$ cat src/rtl/regfile_write_queue.sv
// In-order writeback queue in front of the 32x32 register file: buffers requests,
// drains one per cycle onto RW/BusW/RegWr, and offers a newest-value bypass lookup.
module regfile_write_queue #(
  parameter int DEPTH = 4,
  parameter int PTRW  = 2
) (
  input  logic        Clk,
  input  logic        Reset,
  input  logic        WbValid,
  input  logic [4:0]  WbReg,
  input  logic [31:0] WbData,
  output logic        WbReady,
  input  logic        Hold,
  output logic [4:0]  RW,
  output logic [31:0] BusW,
  output logic        RegWr,
  input  logic [4:0]  LookupReg,
  output logic        LookupHit,
  output logic [31:0] LookupData,
  output logic        Idle
);

  logic [4:0]      entryReg  [DEPTH];
  logic [31:0]     entryData [DEPTH];
  logic [PTRW-1:0] wrPtr, rdPtr;
  logic [PTRW:0]   count;

  logic accept, push, pop;

  // Ready depends on occupancy only, so a full queue refuses even while popping.
  assign WbReady = (count != (PTRW+1)'(DEPTH));
  assign accept  = WbValid && WbReady;
  assign push    = accept && (WbReg != 5'd0);
  assign pop     = (count != '0) && !Hold;
  assign Idle    = (count == '0) && !RegWr;

  // NOTE: storage has no reset; only pointers and count define which entries are
  // valid, so stale contents are never observed and the array stays a plain RAM.
  always_ff @(posedge Clk) begin
    if (push) begin
      entryReg[wrPtr]  <= WbReg;
      entryData[wrPtr] <= WbData;
    end
  end

  // NOTE: all state below uses non-blocking assignments so every read in this
  // block sees pre-edge values (the pop takes the old head even when count==1).
  always_ff @(posedge Clk) begin
    if (Reset) begin
      count <= '0;
      wrPtr <= '0;
      rdPtr <= '0;
      RegWr <= 1'b0;
      RW    <= 5'd0;
      BusW  <= 32'd0;
    end else begin
      if (push) wrPtr <= wrPtr + PTRW'(1);
      if (pop) begin
        RW    <= entryReg[rdPtr];
        BusW  <= entryData[rdPtr];
        RegWr <= 1'b1;
        rdPtr <= rdPtr + PTRW'(1);
      end else begin
        RegWr <= 1'b0;
      end
      case ({push, pop})
        2'b10:   count <= count + (PTRW+1)'(1);
        2'b01:   count <= count - (PTRW+1)'(1);
        default: count <= count;
      endcase
    end
  end

  // Scan oldest to youngest so later matches override earlier ones; the output
  // stage is older than anything still queued.
  // NOTE: both outputs get a default before any condition, so no latch is inferred.
  always_comb begin
    LookupHit  = 1'b0;
    LookupData = 32'd0;
    if (RegWr && (RW == LookupReg)) begin
      LookupHit  = 1'b1;
      LookupData = BusW;
    end
    for (int i = 0; i < DEPTH; i++) begin
      if (((PTRW+1)'(i) < count) && (entryReg[rdPtr + PTRW'(i)] == LookupReg)) begin
        LookupHit  = 1'b1;
        LookupData = entryData[rdPtr + PTRW'(i)];
      end
    end
    if (LookupReg == 5'd0) begin
      LookupHit  = 1'b0;
      LookupData = 32'd0;
    end
  end

endmodule

$ cat config.mk
export PLATFORM = sky130hd
export DESIGN_NAME = regfile_write_queue
export DESIGN_NICKNAME = d
export VERILOG_FILES = /design/src/rtl/regfile_write_queue.sv
export SDC_FILE = /design/constraint.sdc
export NUM_CORES = 1
export LEC_CHECK = 0
export CORE_MARGIN = 5
export CORE_UTILIZATION = 45
export CTS_CLUSTER_SIZE = 40
export DETAILED_ROUTE_END_ITERATION = 8
export PLACE_DENSITY = 0.66
export SYNTH_ARGS = -nofsm -noshare
export SYNTH_HDL_FRONTEND = slang
export SYNTH_SLANG_ARGS = --single-unit
$ cat constraint.sdc
create_clock -name Clk -period 10.4 [get_ports Clk]
set_input_delay 3.12 -clock Clk [delete_from_list [all_inputs] [get_ports Clk]]
set_output_delay 3.12 -clock Clk [all_outputs]
set_load 0.05 [all_outputs]
==> results.py <==
metrics = {
    "status": {
        "status": "completed",
    },
    "timing": {
        "setup_viol": 0,
        "slew_violations": 0,
        "period_needed_ns": 9.45,
        "fin_skew_ns": 0.0126,
        "finalHoldViolCount": 0,
        "whs_ns": 0.476,
        "rsz0062_at_grt": "no",
        "max_slew_margin": 0.262,
        "worst_slew_pin_slew_ns": 1.11,
        "period_share": 0.908,
        "worst_slack_ns": 0.954,
        "totalNegativeSetupSlack_ns": 0,
        "clock.fmax_mhz": 106,
    },
    "setup_path": {
        "worstPathArrival_ns": 6.33,
        "crit_path_cell_trace": "clkdlybuf4s50_1, xor2_1, nor4_2, o21a_1, nor2_1, a41oi_1, clkdlybuf4s50_1",
        "cpLargestDelayFamily": "buffers and inverters",
        "worstSetupEndpointType": "output pin",
        "path_max_fanout": 13,
        "path_class": "in -> out",
        "required_ns": 7.28,
        "crit_top_cell": "clkdlybuf4s50_1",
        "worst-path-buf-inv": 2,
        "start_kind": "primary input",
        "crit_path_max_incr_delay_ns": 0.88,
        "slowest_stage": "clkdlybuf4s50_1",
    },
    "clock_network": {
        "clock-sinks": 195,
        "clockBufferDepth": 2,
        "post-cts-setup-buffer-count": 0,
        "cts_hold_buf": 0,
        "cts_resized": 0,
        "clk_pin_slew_ns": 0.07,
        "cts-buffers-inserted": 17,
        "clk_latency_ns": 0.43,
        "cts_tree": "built",
        "cts-htree-levels": 4,
        "clock-root-buffer": "clkbuf_16",
    },
    "drt": {
        "drc": 0,
        "ant_nets": 0,
        "wire_per_inst_microns": 22.2,
        "firstDrtPassIters": 5,
        "wl_microns": 29700,
        "route.vias.total": 8073,
        "drt_iter0_markers": 647,
        "avgViaCountPerCell": 6.03,
    },
    "layout": {
        "final_core_util": 0.543,
        "fillers": 2079,
        "fin_nets": 1050,
        "area_growth_syn_to_layout_pct": 19.4,
        "fin_area_sq_um": 13600,
        "final_cell_mix": "edfxtp_1 (148), nand2_1 (122), mux4_2 (102), clkdlybuf4s50_1 (85), a21oi_1 (81)",
        "final_common_cell": "edfxtp_1",
        "drive_gt1_frac": 0.224,
    },
    "synthesis": {
        "synth_edf_count": 148,
        "synth_flop_cell": "edfxtp_1",
        "async_reset_ff_frac": 0,
        "synthesis.nets": 975,
        "syn_area_sq_um": 11400,
        "synth-seq-cells": 195,
        "synth_warnings": 0,
        "synth_cell_types": 46,
        "avgSynthCellArea_sq_um": 12.4,
        "yosysSeqAreaShare": 0.473,
        "syn_inst": 920,
    },
    "placed_design": {
        "numPortBuffers": 118,
        "dp_slack_ns": 0.944,
        "dp_hpwl_microns": 18900,
        "placed_cell_area_sq_um": 13000,
        "place.gp.congestion": 0.814,
    },
    "floorplanning": {
        "fp.dieW_microns": 169,
        "core_area_sq_um": 25000,
        "io_pins": 119,
        "num_rows": 58,
        "die_height_microns": 169,
        "die_area_sq_um": 28600,
        "initial_utilization": 0.454,
    },
    "grt": {
        "grt_max_degree": 101,
        "grt_pass1_wl_microns": 45700,
        "antenna_found_initial": 2,
        "grt.total_usage": 0.206,
        "grt_pass1_vias": 7899,
        "gr-total-overflow": 0,
    },
    "pwr": {
        "power_per_cell_area_nw_per_um2": 217,
        "power_leakage_uw": 0.00446,
        "max-vdd-ir-drop_v": 0.000119,
    },
    "worst_hold_path": {
        "min-delay-path-class": "reg -> reg",
    },
    "run": {
        "maxCapViolCount": 0,
    },
}
## metrics by stage
stage          total power [uW]  cells
6_report                   2950   1338
5_1_grt                    3090   1338
4_1_cts                    2960   1337
3_5_place_dp               2330   1306
3_3_place_gp               2310   1306
2_1_floorplan              1990    920
## cell type report
cell class              instances  area (sq um)  share of cell area
repair buffers                138          1580               0.117
multi-input cells             635          5590               0.412
clock inverters                14           145              0.0107
flip-flops and latches        195          5400               0.397
diodes                          1          2.50            0.000184
inverters                       8          30.0             0.00221
clock buffers                  17           425              0.0313
well taps                     330           413              0.0304
## tightest hold or removal path: cells and delay by family (launching register included)
| family | cells | cell delay (ns) |
|---|---|---|
| DFF | 1 | 0.32 |
| AOI/OAI and AO/OA | 1 | 0.05 |
| and+or+nand+nor | 1 | 0.05 |
## cells by family (layout without fill, tap and decap cells)
family | after synthesis | count (layout) | synth area share
other cells | 0 | 1 | 0
compound gates | 192 | 192 | 0.106
buf+inv | 90 | 177 | 0.0360
flops | 195 | 195 | 0.473
xor+xnor | 34 | 34 | 0.0262
fa+ha+maj | 9 | 9 | 0.00990
simple gates | 235 | 235 | 0.0889
mux | 165 | 165 | 0.260
## where the power goes
group | internal [uW] | switching (uW) | total, uW
registers | 942 | 156 | 1100
clock network | 338 | 303 | 641
logic | 544 | 665 | 1210
## synthesized netlist by cell type (all sizes together), types with 2 or more instances
master / number / area share
and2: 6 / 0.0033
a211oi: 12 / 0.010
edfxtp: 148 / 0.39
mux2i: 43 / 0.038
xnor2: 14 / 0.011
a21oi: 81 / 0.036
nor4: 4 / 0.0041
mux4: 102 / 0.20
o21ai: 32 / 0.014
mux2: 20 / 0.020
clkbuf: 37 / 0.012
nand3: 33 / 0.015
xor2: 20 / 0.015
ha: 9 / 0.0099
inv: 8 / 0.0026
nand2: 123 / 0.041
a22oi: 16 / 0.011
o21a: 2 / 0.0013
nor2: 55 / 0.018
buf: 45 / 0.021
a211o: 15 / 0.012
o22ai: 16 / 0.0088
dfxtp: 47 / 0.083
nor3b: 2 / 0.0013
nor3: 5 / 0.0022
and3: 2 / 0.0011
a22o: 15 / 0.012
## sequential cells by signal (all words and copies together), names as in the netlist, named ones only
| signal | flops |
|---|---|
| entryReg | 20 |
| wrPtr | 2 |
| RW | 5 |
| entryData | 128 |
| RegWr | 1 |
| rdPtr | 2 |
| BusW | 32 |
| count | 3 |
## worst paths after layout
kind                          from                     to  slack [ns]  cells past startpoint
min reg2reg  BusW[23]$_SDFFE_PP0P_  BusW[23]$_SDFFE_PP0P_        0.48                      2
min          BusW[23]$_SDFFE_PP0P_  BusW[23]$_SDFFE_PP0P_        0.48                      2
max                   LookupReg[2]              LookupHit        0.95                      7
max reg2reg  count[0]$_SDFFE_PP0P_  count[2]$_SDFFE_PP0P_        7.49                      9
## routing by layer
| metal | global-route usage | vias up | share of wire |
|---|---|---|---|
| met5 | 0 | - | 0.00037 |
| met4 | 0.0749 | 2 | 0.026 |
| met3 | 0.0362 | 49 | 0.068 |
| met2 | 0.336 | 321 | 0.49 |
| met1 | 0.279 | 3995 | 0.41 |
| li1 | - | 3706 | - |
(Power assumes the default switching activity.)
